File: src/rtl/register_file_pkg.sv
// Shared GPU definitions: core phase encoding, register write-source
// encoding and the register-file address map.
`timescale 1ns/1ps
package register_file_pkg;

    // Core pipeline phase as broadcast by the scheduler
    typedef enum logic [2:0] {
        CORE_IDLE    = 3'b000,
        CORE_FETCH   = 3'b001,
        CORE_DECODE  = 3'b010,
        CORE_REQUEST = 3'b011,
        CORE_WAIT    = 3'b100,
        CORE_EXECUTE = 3'b101,
        CORE_UPDATE  = 3'b110,
        CORE_DONE    = 3'b111
    } core_state_t;

    // Source of the value written back into rd
    typedef enum logic [1:0] {
        MUX_ARITHMETIC = 2'b00,
        MUX_MEMORY     = 2'b01,
        MUX_CONSTANT   = 2'b10,
        MUX_RESERVED   = 2'b11
    } reg_input_mux_t;

    // Register map: R0..R12 general purpose, R13..R15 read-only
    localparam int         NUM_REGS      = 16;
    localparam int         GP_REGS       = 13;
    localparam logic [3:0] BLOCK_ID_REG  = 4'd13;
    localparam logic [3:0] THREADS_REG   = 4'd14;
    localparam logic [3:0] THREAD_ID_REG = 4'd15;

    // Only the general-purpose registers accept writeback
    function automatic logic is_writable(input logic [3:0] addr);
        return addr < BLOCK_ID_REG;
    endfunction

endpackage

File: src/rtl/register_file_write_mux.sv
// REG_WriteMux: picks the writeback value for rd from the ALU, the LSU or
// the decoded immediate. The reserved select reports no valid data.
`timescale 1ns/1ps
module register_file_write_mux
    import register_file_pkg::*;
#(
    parameter int WIDTH = 8
) (
    input  logic [1:0]       mux,
    input  logic [WIDTH-1:0] alu_out,
    input  logic [WIDTH-1:0] lsu_out,
    input  logic [WIDTH-1:0] immediate,
    output logic [WIDTH-1:0] data,
    output logic             valid
);

    // Select the write source; reserved encoding yields no write
    always_comb begin
        data  = '0;
        valid = 1'b0;
        case (reg_input_mux_t'(mux))
            MUX_ARITHMETIC: begin
                data  = alu_out;
                valid = 1'b1;
            end
            MUX_MEMORY: begin
                data  = lsu_out;
                valid = 1'b1;
            end
            MUX_CONSTANT: begin
                data  = immediate;
                valid = 1'b1;
            end
            default: begin
                data  = '0;
                valid = 1'b0;
            end
        endcase
    end

endmodule

File: src/rtl/register_file.sv
// Per-thread register file: 13 general-purpose registers plus read-only
// block id, block dimension and thread id. Operands are captured into
// rs/rt during REQUEST and held for the rest of the instruction; results
// are committed during UPDATE.
`timescale 1ns/1ps
module register_file
    import register_file_pkg::*;
#(
    parameter int WIDTH             = 8,
    parameter int THREAD_ID         = 0,
    parameter int THREADS_PER_BLOCK = 4
) (
    input  logic             clk,
    input  logic             reset,
    input  logic             enable,
    input  logic [WIDTH-1:0] block_id,
    input  logic [2:0]       core_state,
    input  logic [3:0]       decoded_rd_address,
    input  logic [3:0]       decoded_rs_address,
    input  logic [3:0]       decoded_rt_address,
    input  logic             decoded_reg_write_enable,
    input  logic [1:0]       decoded_reg_input_mux,
    input  logic [WIDTH-1:0] decoded_immediate,
    input  logic [WIDTH-1:0] alu_out,
    input  logic [WIDTH-1:0] lsu_out,
    output logic [WIDTH-1:0] rs,
    output logic [WIDTH-1:0] rt
);

    logic [WIDTH-1:0]   gp_regs   [GP_REGS];
    logic [WIDTH-1:0]   block_reg;
    logic [WIDTH-1:0]   read_view [NUM_REGS];
    logic [WIDTH-1:0]   write_data;
    logic               write_valid;
    logic               write_strobe;
    logic [GP_REGS-1:0] write_hit;
    logic               request_phase;

    register_file_write_mux #(
        .WIDTH (WIDTH)
    ) u_write_mux (
        .mux       (decoded_reg_input_mux),
        .alu_out   (alu_out),
        .lsu_out   (lsu_out),
        .immediate (decoded_immediate),
        .data      (write_data),
        .valid     (write_valid)
    );

    assign request_phase = enable && (core_state_t'(core_state) == CORE_REQUEST);

    // Writes to R13..R15 fail is_writable and are dropped here
    assign write_strobe = enable
                       && (core_state_t'(core_state) == CORE_UPDATE)
                       && decoded_reg_write_enable
                       && is_writable(decoded_rd_address)
                       && write_valid;

    // Per-register write decode and read-side view of the general registers
    generate
        for (genvar gi = 0; gi < GP_REGS; gi++) begin : g_gp
            assign write_hit[gi] = write_strobe && (decoded_rd_address == 4'(gi));
            assign read_view[gi] = gp_regs[gi];
        end
    endgenerate

    // Special registers: R13 tracks block_id, R14/R15 are fixed constants
    assign read_view[BLOCK_ID_REG]  = block_reg;
    assign read_view[THREADS_REG]   = WIDTH'(THREADS_PER_BLOCK);
    assign read_view[THREAD_ID_REG] = WIDTH'(THREAD_ID);

    // General-purpose register writeback during UPDATE
    always_ff @(posedge clk or negedge reset) begin
        if (!reset) begin
            for (int i = 0; i < GP_REGS; i++) begin
                gp_regs[i] <= '0;
            end
        end else begin
            for (int i = 0; i < GP_REGS; i++) begin
                if (write_hit[i]) begin
                    gp_regs[i] <= write_data;
                end
            end
        end
    end

    // R13 follows block_id on every enabled cycle
    always_ff @(posedge clk or negedge reset) begin
        if (!reset) begin
            block_reg <= '0;
        end else if (enable) begin
            block_reg <= block_id;
        end
    end

    // Operand capture in REQUEST; held through WAIT/EXECUTE and beyond
    always_ff @(posedge clk or negedge reset) begin
        if (!reset) begin
            rs <= '0;
            rt <= '0;
        end else if (request_phase) begin
            rs <= read_view[decoded_rs_address];
            rt <= read_view[decoded_rt_address];
        end
    end

endmodule

File: config.mk
export PLATFORM = sky130hd
export DESIGN_NAME = register_file
export DESIGN_NICKNAME = d
export VERILOG_FILES = /design/src/rtl/register_file_pkg.sv /design/src/rtl/register_file_write_mux.sv /design/src/rtl/register_file.sv
export SDC_FILE = /design/constraint.sdc
export NUM_CORES = 1
export LEC_CHECK = 0
export CORE_MARGIN = 1
export CORE_UTILIZATION = 55
export CTS_CLUSTER_DIAMETER = 50
export CTS_CLUSTER_SIZE = 30
export DETAILED_ROUTE_END_ITERATION = 12
export PLACE_DENSITY_LB_ADDON = 0.08
export SLEW_MARGIN = 10
export SYNTH_ARGS = -nofsm -noshare
export SYNTH_HDL_FRONTEND = slang
export SYNTH_SLANG_ARGS = --single-unit
export TNS_END_PERCENT = 10
File: constraint.sdc
create_clock -name clk -period 2.3 [get_ports clk]
set_input_delay 0.345 -clock clk [delete_from_list [all_inputs] [get_ports clk]]
set_output_delay 0.345 -clock clk [all_outputs]
set_load 0.02 [all_outputs]
After elaboration in Yosys (flattened, before gate mapping):

Cells that the tools add are included.

* bits in registers: 128
* input bits: 53
* output and inout bits: 16
* word-level logic and storage cells: 66

* $lt $le $gt $ge: 3
* equal/unequal tests: 16
* mux-type cells: 8
* bitwise logic cells: 2
* reduce and logical (&&, ||, !) cells: 21

Operators by type and width (count)
* 8-bit binary-select mux with 4-bit select: 2
* 8-bit two-way mux: 4
* 8-bit one-hot mux with 3 select lines: 1
* 4-bit equality test, second input constant: 5
* 1-bit logical AND: 18
* 4-bit by 3-bit equality test with 1-bit output, second input constant: 4
* 5-bit >= comparator, second input constant: 2
* 4-bit inverter with 5-bit output: 2
* 4-bit by 2-bit equality test with 1-bit output, second input constant: 2
* 4-bit by 1-bit equality test with 1-bit output, second input constant: 1
* 4-bit logical NOT: 1
* 4-bit less-than comparator, second input constant: 1
* 3-bit by 2-bit equality test with 1-bit output, second input constant: 1
* 3-bit equality test, second input constant: 1
* 3-bit OR reduction: 1
* 2-bit by 1-bit equality test with 1-bit output, second input constant: 1
* 2-bit equality test, second input constant: 1
* 2-bit logical NOT: 1
* 1-bit two-way mux: 1

Logic depth before layout (Yosys ltp):

* word-level depth: 6
* depth in mapped cells: 8
* gate-level depth less buffers: 4

Cells and area by module:

A second synthesis with hierarchy kept.

* cells, all modules: 485
* area total of the unflattened synthesis: 6985.4 um2

By module, submodules not included
* register_file: instances 1, cells each 464, area an instance 6780.3 um2, sequential area each 3203.1 um2
* register_file_write_mux: instances 1, cells each 21, area an instance 205.2 um2, sequential area each 0.0 um2

Least setup slack after synthesis:

OpenSTA, ideal clock, no wires.

* kind: input -> register
* start: input port decoded_rs_address[1]
* end: register rs[6]
* arrival time: 1.750 ns
* setup slack: 0.426 ns
* stages on the path: 4
* buffers on the path: 1
* cell sequence: clkbuf_1 -> mux4_2 -> mux4_2 -> mux2_2

* word-level cells in the longest chain between the ends: 4

RTL lines
* from (decl): line register_file.sv:19 `input logic [3:0] decoded_rs_address,`
* 4-bit inverter with 5-bit output (implied by the code): line register_file.sv:102 `rs <= read_view[decoded_rs_address];`
* 8-bit binary-select mux with 4-bit select: line register_file.sv:102
* 8-bit two-way mux (implied by the code) (2 in series): line register_file.sv:102
* to (signal assigned): line register_file.sv:102
* to (decl): line register_file.sv:26 `output logic [WIDTH-1:0] rs,`

No other way between the ends. The select of a mux whose other input is x is not followed.
A chain may end at the register's enable or synchronous reset.

Final worst setup path:

Same ends and word-level chain as after synthesis.

==> results.yml <==
run_status:
  status: "finished, final reports clean"
cells_and_area:
  fin_area_um2: 8440
  syn_to_final_growth_pct: 20.9
  largest_reg_flops: 104
  fin_cells: 869
  post_route_cells_drive_above_1_share: 0.248
  utilization: 0.691
  fin_nets: 742
  regMostFlops: "gp_regs"
  diodes: 0
sta:
  slew_headroom: 0.628
  rsz0062_at_grt: "no"
  clock_skew_ns: 0.00800
  hold_viol: 0
  max_freq_ghz: 0.524
  min_period_ns: 1.91
  finalSetupViolations: 0
  tightest_slew_ns: 0.557
  drv_slew: 0
  period_share: 0.830
  fin_hold_ws_ns: 0.455
detailed_routing:
  vias: 5308
  dr.pass1.iters: 5
  viasPerCell: 6.11
  avgRoutedWirePerCell_um: 20.8
  drtIter0Drc: 492
  drc_errors: 0
  ant_nets: 0
  drt-total-wl_um: 18100
placement:
  dp_cells: 837
  placed_area_um2: 7920
  dp_hpwl_um: 12600
  port_buffers: 68
  place.gp.congestion: 0.867
clocking:
  cts_buffers: 17
  htreeDepth: 4
  clk_latency_ns: 0.42
  cts_buffer_depth: 2
  cts_tree: "yes"
  cts_sinks: 128
  cts.root.buffer_cell: "clkbuf_16"
  clk_pin_slew_ns: 0.05
power:
  p_leak_nw: 3.62
  ir_drop_v: 0.000482
  power.density_nw_per_um2: 691
setup_path:
  end_kind: "flop"
  r2r_slack_ns: 0.55
  crit_required_ns: 2.60
  cp_max_fo: 30
  crit_arrival_ns: 2.21
  startpoint_type: "input pin"
  path_class: "input pin to flop"
die:
  core_area_um2: 12200
  rows: 40
  ios: 69
  initial_core_util: 0.571
  die_area_um2: 13100
  die_h_um: 115
  die_w_um: 115
logic_synthesis:
  syn_avg_cell_area_um2: 11.4
  ys_ff_latch: 128
  synth_top_flop_cell: "dfrtp_1"
  ys_top_cells_by_count: "dfrtp_1 (128), a21oi_1 (67), nor2_1 (67)"
  syn_nets: 666
  synth-edff-count: 0
  syn_inst: 613
  synth.area.top_cells: "dfrtp_1 (46%), mux4_2 (15%), mux2i_1 (5.6%)"
  synth_cell_types: 39
  synth_area_leader_cell: "dfrtp_1"
  yosysMostFrequentCell: "dfrtp_1"
  async_flop_share: 1.00
  yosys_warnings: 0
  ys_seq_area_frac: 0.459
  syn-cell-area_um2: 6980
  yosysTopAreaCellShare: 0.459
worst_hold_path:
  hp-class: "input pin to async pin"
global_route:
  grt_pass1_vias: 5331
  overflow: 0
  antenna_found_initial: 0
  grt_max_degree: 45
  grt_pass1_wl_um: 29200
  grt.total_usage: 0.307
run:
  cap_violations: 0
==> worst paths after layout <==
check	start	end	cells past startpoint
worst max-delay path	decoded_rs_address[1]	rs[6]	5
worst min-delay path	reset	gp_regs[93]	2
worst max register to register	gp_regs[70]	rs[6]	3
worst min register to register	gp_regs[93]	gp_regs[93]	2
max in group asynchronous	reset	gp_regs[15]	3
min in group clk	gp_regs[93]	gp_regs[93]	2
==> what timing repair did <==
| item | CTS | global route |
|---|---|---|
| hold buffers | 1 | 0 |
| setup buffers | 0 | 0 |
| resized for setup | 0 | 0 |
| endpoints found under the hold margin | 40 | 0 |
==> cells in the final DEF (no fill, tap or decap), types with 9 or more instances in the layout <==
cell type | netlist | routed
clkbuf_16 | 0 | 17
nor2_1 | 67 | 67
clkdlybuf4s50_1 | 0 | 65
mux2i_1 | 39 | 39
nand2_2 | 9 | 9
o21ai_0 | 40 | 40
mux4_2 | 46 | 46
buf_4 | 2 | 38
dfrtp_1 | 128 | 128
a21oi_1 | 67 | 67
nand2_1 | 55 | 55
mux2_2 | 12 | 12
o21ai_2 | 21 | 21
==> worst max-delay path: stages <==
cell and delay [ns]:
clkdlybuf4s50_1 0.57, buf_4 0.39, o21ai_0 0.15, mux4_2 0.47, mux2_2 0.27
==> report_power, final <==
group	internal (mW)	switching (mW)
Clock	1.41	0.935
Combinational	0.463	0.475
Sequential	2.41	0.132
==> stage by stage <==
step	setup TNS [ns]	setup WS [ns]	total power, mW
6_report	0	0.392	5.83
5_1_grt	0	0.303	6.05
4_1_cts	0	0.392	5.85
3_5_place_dp	-0.102	-0.0515	3.52
3_3_place_gp	0	0.00718	3.49
2_1_floorplan	0	0.426	3.07
==> routing by layer <==
metal  track usage  routed length, um  vias up
li1              -                  -     2401
met1         0.408               7510     2646
met2         0.494               8860      236
met3        0.0884               1430       25
met4        0.0918                306        0
met5             0                  0        -
==> cell families (layout without fill, tap and decap cells) <==
family | after synthesis | after routing | synth area share
mux | 97 | 97 | 0.224
compound gates | 159 | 159 | 0.136
simple gates | 171 | 171 | 0.127
buf+inv | 58 | 146 | 0.0542
flops | 128 | 128 | 0.459
==> area by class of cell <==
type / count / area, um2
clock inverters: 7 / 37.5
clock buffers: 24 / 472
inverters: 1 / 3.75
flip-flops and latches: 128 / 3200
well taps: 168 / 210
multi-input cells: 427 / 3400
fillers: 959 / 3770
repair buffers: 114 / 1120
No activity file was read; power rests on OpenSTA's default activity.
